File: config.mk
export PLATFORM = sky130hd
export DESIGN_NAME = note_sequencer
export DESIGN_NICKNAME = d
export VERILOG_FILES = /design/src/rtl/note_sequencer.sv
export SDC_FILE = /design/constraint.sdc
export NUM_CORES = 1
export LEC_CHECK = 0
export BUFFER_PORTS_ARGS = -buffer_cell sky130_fd_sc_hd__buf_2
export CAP_MARGIN = 20
export CORE_ASPECT_RATIO = 1.75
export CORE_MARGIN = 2
export CORE_UTILIZATION = 48
export CTS_BUF_LIST = sky130_fd_sc_hd__clkbuf_8
export DETAILED_ROUTE_END_ITERATION = 6
export PLACE_DENSITY = 0.79
export REMOVE_ABC_BUFFERS = 1
export SLEW_MARGIN = 20
export SYNTH_ARGS = -nofsm -noshare
export SYNTH_HDL_FRONTEND = slang
export SYNTH_SLANG_ARGS = --single-unit
File: constraint.sdc
create_clock -name clk -period 1.9 [get_ports clk]
set_input_delay 0.19 -clock clk [delete_from_list [all_inputs] [get_ports clk]]
set_output_delay 0.19 -clock clk [all_outputs]
set_load 0.03 [all_outputs]
File: src/rtl/note_sequencer.sv
// Tempo-driven note sequencer: steps a 64-word note RAM one word per beat and hands
// each note downstream over valid/ready. Define LOOP_EN to restart the song instead of stopping.
module note_sequencer #(
  parameter int ADDR_W = 6,
  parameter int DATA_W = 32,
  parameter logic [DATA_W-1:0] END_CODE = 32'hFFFF_FFFF
) (
  input  logic              clk,
  input  logic              reset,
  input  logic              enable,
  input  logic              start,
  input  logic              pause,
  output logic [ADDR_W-1:0] mem_addr,
  input  logic [DATA_W-1:0] mem_rdata,
  output logic [DATA_W-1:0] note_data,
  output logic              note_valid,
  input  logic              note_ready,
  output logic [15:0]       beat_count,
  output logic              playing,
  output logic              done,
  output logic              overrun
);

`ifdef LOOP_EN
  localparam bit LOOP = 1'b1;
`else
  localparam bit LOOP = 1'b0;
`endif

  localparam logic [ADDR_W-1:0] LAST_ADDR = '1;

  typedef enum logic [2:0] {
    S_IDLE,
    S_PLAY,
    S_FETCH,
    S_LATCH,
    S_OUT,
    S_DONE
  } state_t;

  state_t state;

  always_ff @(posedge clk or posedge reset) begin
    if (reset) begin
      state      <= S_IDLE;
      mem_addr   <= '0;
      note_data  <= '0;
      note_valid <= 1'b0;
      beat_count <= '0;
      playing    <= 1'b0;
      done       <= 1'b0;
      overrun    <= 1'b0;
    end else begin
      case (state)
        S_IDLE, S_DONE: begin
          // start outranks a coincident tick; the tick is simply lost
          if (start) begin
            state      <= S_PLAY;
            mem_addr   <= '0;
            beat_count <= '0;
            overrun    <= 1'b0;
            playing    <= 1'b1;
            done       <= 1'b0;
          end
        end
        S_PLAY: begin
          done <= 1'b0;
          if (enable && !pause) state <= S_FETCH;
        end
        S_FETCH: begin
          if (enable) overrun <= 1'b1;
          state <= S_LATCH;
        end
        S_LATCH: begin
          if (enable) overrun <= 1'b1;
          note_data <= mem_rdata;
          if (mem_rdata == END_CODE) begin
            done <= 1'b1;
            if (LOOP) begin
              mem_addr <= '0;
              state    <= S_PLAY;
            end else begin
              playing <= 1'b0;
              state   <= S_DONE;
            end
          end else begin
            note_valid <= 1'b1;
            state      <= S_OUT;
          end
        end
        S_OUT: begin
          if (enable) overrun <= 1'b1;
          if (note_ready) begin
            note_valid <= 1'b0;
            if (beat_count != 16'hFFFF) beat_count <= beat_count + 16'd1;
            if (mem_addr == LAST_ADDR) begin
              done <= 1'b1;
              if (LOOP) begin
                mem_addr <= '0;
                state    <= S_PLAY;
              end else begin
                playing <= 1'b0;
                state   <= S_DONE;
              end
            end else begin
              mem_addr <= mem_addr + 1'b1;
              state    <= S_PLAY;
            end
          end
        end
        default: state <= S_IDLE;
      endcase
    end
  end

endmodule

* After elaboration in Yosys (flattened, before gate mapping)
Cells that the tools add are included.
** Word-level totals
- Output and inout bits :: 58
- Input bits :: 38
- Register bits after elaboration :: 61
** Cells by class
- $add $sub $neg :: 2
- Multiplexer cells :: 29
- Reductions and logical operators :: 17
- Equal/unequal tests :: 17
** Operators by type and width (number)
- 16-bit 2-to-1 mux :: 3
- 32-bit == test, second input constant :: 1
- 16-bit case mux with 2 select lines :: 1
- 6-bit 2-to-1 mux :: 3
- 16-bit by 1-bit adder with 16-bit output, second input constant :: 1
- 16-bit inequality test, second input constant :: 1
- 2-bit inequality test, second input constant :: 8
- 3-bit case mux with 5 select lines :: 1
- 1-bit 2-to-1 mux :: 12
- 3-bit 2-to-1 mux :: 4
- 6-bit case mux with 2 select lines :: 1
- 5-bit AND reduction :: 2
- 3-bit AND reduction :: 3
- 4-bit AND reduction :: 2
- 6-bit by 1-bit adder with 6-bit output, second input constant :: 1
- 3-bit by 2-bit == test with 1-bit output, second input constant :: 2
- 3-bit == test, second input constant :: 2
- 6-bit == test, second input constant :: 1
- 2-bit nonzero test :: 3
- 1-bit case mux with 2 select lines :: 2
- 1-bit case mux with 4 select lines :: 1
- 4-bit nonzero test :: 1
- 3-bit by 1-bit == test with 1-bit output, second input constant :: 1
- 3-bit logical NOT :: 1
- 7 further kinds :: 7

* Depth between registers and ports, before layout
Gate-level depths: netlist of run 1.
- Word-level depth :: 4
- Mapped depth :: 9
- Mapped depth without buffers :: 5

* Worst setup path before layout of run 1
Ideal clock, no wire load.
- Path type :: reg-to-reg
- Start :: register beat_count[4]
- End :: register beat_count[5]
- Setup time :: 0.079 ns
- Buffers on the path :: 2
- Required time :: 1.821 ns
- Setup slack :: -0.032 ns
- Cell stages (with the launch flop) :: 7
- Arrival time :: 1.853 ns
- Cells stage by stage :: dfrtp_1 and4_1 clkbuf_1 and2_1 buf_2 a2111oi_0 mux2i_1
** On the way
- Cells in the longest elaborated chain, start to end :: 4
- Elaborated cells between the ends (all ways) :: 7
** RTL lines
- start: declaration :: line 18 : output logic [15:0] beat_count,
- start signal: assignment :: line 95 : if (beat_count != 16'hFFFF) beat_count <= beat_count + 16'd1;
- 16-bit by 1-bit adder with 16-bit output :: line 95
- 16-bit 2-to-1 mux :: line 95
- 16-bit 2-to-1 mux :: line 93 : if (note_ready) begin
- 16-bit case mux with 2 select lines :: line 54 : case (state)
Several ways; a longest one is shown, not always the timed one. The select of a mux whose other input is x is not followed.
A chain may end at the register's enable or synchronous reset.

* Worst setup path in the final report of run 1
- Start :: register state[0]
- End :: register beat_count[9]
** On the way
- Cells in the longest elaborated chain, start to end :: 4
- Elaborated cells between the ends (all ways) :: 10
** RTL lines
- start: declaration :: line 41 : state_t state;
- start signal: assignment :: line 45 : state <= S_IDLE;
- start signal: assignment :: line 58 : state <= S_PLAY;
- start signal: assignment :: line 68 : if (enable && !pause) state <= S_FETCH;
- 3-bit == test or 3-bit logical NOT (tied branches) :: line 54
- 2-bit OR reduction :: line 54
- 2-bit inequality test (no source line) or 2-bit nonzero test (tied branches)
- 4-bit AND reduction (no source line)
Several ways; a longest one is shown, not always the timed one.

==> impl_metrics.ini, run 1 <==
[synth]
synth-seq-area-share_pct = 49.43
yosysMostFrequentCell = dfrtp_1
synthTopCellsByCount = dfrtp_1, mux2_2, nand2_1
yosys.area.top_type = dfrtp_1
async_flop_share_pct = 100.0
synth_edf_count = 0
synthFlopType = dfrtp_1
ys_ff_latch = 61
synthesis.area_um2 = 3088
netlist-cell-type-count = 47
synth.area.top_cells = dfrtp_1, mux2_2, mux2i_1
yosysTopAreaCellShare_pct = 49.43
syn_avg_cell_area_um2 = 10.87
yosys_warnings = 0
syn_inst = 284

[route]
avgRoutedWirePerCell_um = 15.17
drt-total-wl_um = 7402
first_pass_iters = 4
ant_nets = 0
via_count = 2671
drt_iter0_drc = 159
via_per_inst = 5.473
drc = 0

[placement]
finalWeightedCongestion = 0.8591
io_buffers = 95
dpl.cell_count = 471
hpwlAfterDp_um = 5672
pre_cts_ws_ns = 0.06745

[die]
start_util_pct = 49.58
io_pins = 96
die_h_um = 110.1
core_um2 = 6228
fp.dieArea_um2 = 7116
die-width_um = 64.63
rows = 38

[global_route]
grt_use_met1_pct = 24.92
grt_max_degree = 34
use_met2_pct = 39.58
busiest_layer = met2
antenna_found_initial = 0
grt_pass1_vias = 2699
grt.overflow.total = 0
grt_pass1_wl_um = 12250
grtUsageTotal_pct = 22.50
use_met3_pct = 3.452

[final_layout]
final_net_count = 443
fin_cells = 488
multiInputGateArea_um2 = 1443
diodes = 0
syn_to_final_growth_pct = 30.06
drive_above_1_share_pct = 44.12
register_area_um2 = 1526
n_fill_cell = 541

[sta]
whs_ns = 0.09201
tightestPinTransition_ns = 0.6718
relSlewSlack_pct = 55.15
slew_violations = 0
finalHoldViolCount = 0
worst_slack_ns = 0.09980
max_freq_ghz = 0.5555
finalSetupViolations = 0
rsz0062_at_grt = no
skew_ns = 0.008176
period_share_pct = 94.75
min_period_ns = 1.800

[critical_path]
worstPathArrival_ns = 2.02
path_class = reg2reg
end_kind = flip-flop
crit_fanout = 11
worstSetupStartpointType = flip-flop
required_ns = 2.12
worst-r2r-setup-slack_ns = 0.1

[clocking]
clk_pin_slew_worst_paths_ns = 0.07
numCtsBuffers = 9
cts.sink_count = 61
cts_tree = yes
htreeDepth = 3
clock_latency_ns = 0.35
cts_root_buf = clkbuf_8
cts_buffer_depth = 2

[power_and_ir_drop]
p_leak_nw = 1.907
peakVddDrop_uv = 1192
power_density_nw_per_um2 = 1419

[status]
outcome = finished, final reports clean

[min_path]
hold_class = in2reg

[flow_run]
max_cap_violations = 0
## worst max-delay path: stages, from the launching register on
cell and delay [ns]:
dfrtp_1 0.41, or3b_4 0.43, nor4_4 0.29, buf_6 0.18
buf_4 0.14, a211oi_1 0.09, mux2i_1 0.14
## registers in the layout, indices dropped and copies added, names as in the netlist
| name | count |
|---|---|
| done | 1 |
| note_data | 32 |
| beat_count | 16 |
| playing | 1 |
| mem_addr | 6 |
| note_valid | 1 |
| overrun | 1 |
| state | 3 |
## layout make-up
class                      instances  share of cell area [%]
timing repair buffer             125                   18.22
tap                               80                   2.492
sequential                        61                   38.01
clock inverter                     5                  0.6542
multi-input combinational        196                   35.92
clock buffer                      11                   3.769
inverter                          10                  0.9346
## cell usage in the layout, fill, tap and decap left out, types with 2 or more instances in the layout
cell and count:
a311oi_1 2, a2111oi_1 2, nand4_1 13, nor3_1 4, inv_1 10, and3_1 2, nand2b_1 13, nand3_1 11
nor2b_1 2, ha_1 2, o21ai_0 7, buf_12 2, nor2_1 6, buf_4 26, mux2_2 34, a211oi_1 8
and2_1 2, or4_1 4, mux2i_1 16, a21oi_1 5, buf_2 95, nor4_1 7, clkbuf_8 11, and4_1 3
nand2_1 28, dfrtp_1 61, o31ai_1 5, clkinv_2 3
## final timing paths
kind	startpoint	to	depth (start not counted)
setup / recovery	state[0]	beat_count[9]	6
hold / removal	mem_rdata[8]	note_data[8]	2
setup reg to reg	state[0]	beat_count[9]	6
hold reg to reg	note_valid	note_valid	1
max in group asynchronous	reset	note_data[2]	4
min in group asynchronous	reset	mem_addr[1]	3
## metrics by stage
step | power (mW) | setup TNS [ns] | utilization, % | cell area, um^2
6_report | 5.699 | 0 | 64.48 | 4016
4_1_cts | 5.741 | 0 | 64.24 | 4001
3_3_place_gp | 4.609 | 0 | 61.23 | 3814
5_1_grt | 6.019 | 0 | 64.48 | 4016
2_1_floorplan | 3.756 | -9.313 | - | 2995
3_5_place_dp | 4.679 | 0 | 61.23 | 3814
## timing repair
item,CTS,global route
hold buffers,1,0
setup endpoints to repair,0,5
resized for setup,0,5
buffers inserted,0,0
hold endpoints to repair,29,0
## layer usage
metal,routed length (um),vias to the layer above
li1,-,1285
met1,2801,1285
met2,3992,83
met3,361,18
met4,246,0
met5,0,-
## cells by family (layout without fill, tap and decap cells)
family / after synthesis / count (layout) / synth area share (%)
AOI/OAI and AO/OA: 40 / 40 / 9.118
adders and majority gates: 2 / 2 / 0.8102
buffers and inverters: 27 / 151 / 4.214
DFF: 61 / 61 / 49.43
muxes: 50 / 50 / 17.59
and+or+nand+nor: 104 / 104 / 18.84
## power by group
| part | total [mW] | switching, mW | internal [mW] |
|---|---|---|---|
| Sequential | 1.95 | 0.222 | 1.72 |
| Clock | 1.04 | 0.509 | 0.532 |
| Combinational | 2.71 | 1.68 | 1.04 |
| Total | 5.70 | 2.41 | 3.29 |
(Power assumes the default switching activity.)
==> inputs of run 2 (changes only) <==
--- a/config.mk
+++ b/config.mk
@@ -12,8 +12,9 @@
 export CORE_UTILIZATION = 48
 export CTS_BUF_LIST = sky130_fd_sc_hd__clkbuf_8
 export DETAILED_ROUTE_END_ITERATION = 6
-export PLACE_DENSITY = 0.79
+export PLACE_DENSITY_LB_ADDON = 0.05
 export REMOVE_ABC_BUFFERS = 1
+export SETUP_SLACK_MARGIN = 0.1
 export SLEW_MARGIN = 20
 export SYNTH_ARGS = -nofsm -noshare
 export SYNTH_HDL_FRONTEND = slang
==> impl_metrics.ini, run 2 (same netlist as run 1, synthesis figures left out) <==
[final_layout]
syn_to_final_growth_pct = 40.64
register_area_um2 = 1526
drive_above_1_share_pct = 51.29
final_util_pct = 69.73
most-common-layout-cells = buf_2, dfrtp_1, buf_4, mux2_2, nand2_1
final_cell_area_um2 = 4343
diodes = 0
regMostFlops = note_data
final_net_count = 460
layout_commonest_cell = buf_2
reg_top3 = note_data: 32 flops, beat_count: 16 flops, mem_addr: 6 flops
multiInputGateArea_um2 = 1563
largest_reg_flops = 32
n_fill_cell = 498

[critical_path]
worst-r2r-setup-slack_ns = 0.07
worstSetupStartpointType = flip-flop
slowest_delay_ns = 0.56
path_class = reg2reg
r2r-start = state[0]
required_ns = 2.12
end_kind = flip-flop
crit_path_start = state[0]
r2r-end = beat_count[4]
slowest_stage = or4_4
crit_chain = buf_6 > buf_8 > nor2b_2 > or4_4 > clkbuf_16 > nand2b_1 > mux2i_1
worstPathArrival_ns = 2.05
crit_fanout = 8
ff2ff_path_depth = 7
cp-endpoint = beat_count[4]

[placement]
io_buffers = 95
hpwlAfterDp_um = 5564
finalWeightedCongestion = 0.7829
placed_cell_area_um2 = 3874

[sta]
relSlewSlack_pct = 60.65
period_share_pct = 96.47
finalSetupViolations = 0
tightestPinTransition_ns = 0.5849
slew_violations = 0
rsz0062_at_grt = yes
min_period_ns = 1.833
finalHoldViolCount = 0
max_freq_ghz = 0.5456
skew_ns = 0.01129

[route]
via_per_inst = 5.505
drt_iter0_drc = 104
first_pass_iters = 4
ant_nets = 0
drc = 0
via_count = 2780
avgRoutedWirePerCell_um = 15.82
drt-total-wl_um = 7989

[die]
die-width_um = 64.63
die_h_um = 110.1
io_pins = 96
start_util_pct = 49.58
core_um2 = 6228
fp.dieArea_um2 = 7116
rows = 38

[power_and_ir_drop]
switching_share_pct = 41.03
switching_power_mw = 2.526
internal-power_mw = 3.631
p_leak_nw = 2.051
clock_power_share_pct = 17.6
peakVddDrop_uv = 976.7
p_seq_share_pct = 31.6
p_comb_share_pct = 50.8
power_density_nw_per_um2 = 1418

[clocking]
clock_latency_ns = 0.34
cts.sink_count = 61
cts_buffer_depth = 2
numCtsBuffers = 9
clk_pin_slew_worst_paths_ns = 0.07
cts_tree = yes
htreeDepth = 3
cts_root_buf = clkbuf_8

[global_route]
grt_pass1_wl_um = 12030
grtUsageTotal_pct = 22.38
grt_max_degree = 62
grt_pass1_vias = 2633
grt.overflow.total = 0
antenna_found_initial = 0

[min_path]
hold_class = in2reg

[flow_run]
max_cap_violations = 0

[status]
outcome = finished, final reports clean
==> run 2: worst min path at each step <==
stage,to,startpoint,cells past startpoint
2_1_floorplan,note_data[0],mem_rdata[0],1
3_3_place_gp,mem_addr[1],reset,3
3_5_place_dp,note_data[16],reset,3
4_1_cts,note_data[29],mem_rdata[29],2
5_1_grt,note_data[5],mem_rdata[5],2
6_report,note_data[29],mem_rdata[29],2
==> run 2: stage by stage <==
step	power, mW	std cells	TNS [ns]	hold slack [ns]	worst slack, ns
3_3_place_gp	4.621	479	0	0.2758	0.07895
2_1_floorplan	3.756	267	-9.313	0.3407	-0.2951
6_report	6.157	505	0	0.09442	0.06708
5_1_grt	6.480	505	-0.008631	0.08692	-0.008631
3_5_place_dp	4.682	479	0	0.2835	0.04674
4_1_cts	5.794	496	0	0.08066	0.08475
==> run 2: final cells by class <==
type	instances	area share (%)
clock buffer	13	4.120
sequential	61	35.15
timing repair buffer	142	21.32
multi-input combinational	196	35.98
clock inverter	3	0.2593
tap	80	2.305
inverter	10	0.8643
==> run 2: critical path, delay by kind of cell, from the launching register on <==
kind | cells | cell delay (ns)
flip-flops | 1 | 0.41
buffers and inverters | 3 | 0.45
AND/OR/NAND/NOR | 3 | 0.78
multiplexers | 1 | 0.06
==> run 2: what timing repair did <==
item,in CTS,in global routing
hold buffers,1,0
gates resized for setup,4,33
endpoints found under the setup margin,12,53
pin swaps,0,2
gates cloned,0,3
hold endpoints to repair,61,0
setup buffers,0,6
==> run 2: metal layers <==
metal	global-route usage, %	routed length, um	vias up	share of wire (%)
met5	0	0	-	0
met4	11.40	249	0	3.1
met3	6.091	429	20	5.4
met2	39.51	4393	87	55
met1	24.47	2917	1353	37
li1	-	-	1320	-
==> run 2: power by group through the flow <==
stage | Sequential (mW) | Combinational [mW] | Clock, mW
after floorplan | 2.79 | 0.969 | 0
after global placement | 1.94 | 2.68 | 0
after detailed placement | 1.96 | 2.73 | 0
after CTS | 1.94 | 2.74 | 1.11
after global routing | 1.99 | 3.32 | 1.16
final | 1.94 | 3.13 | 1.09
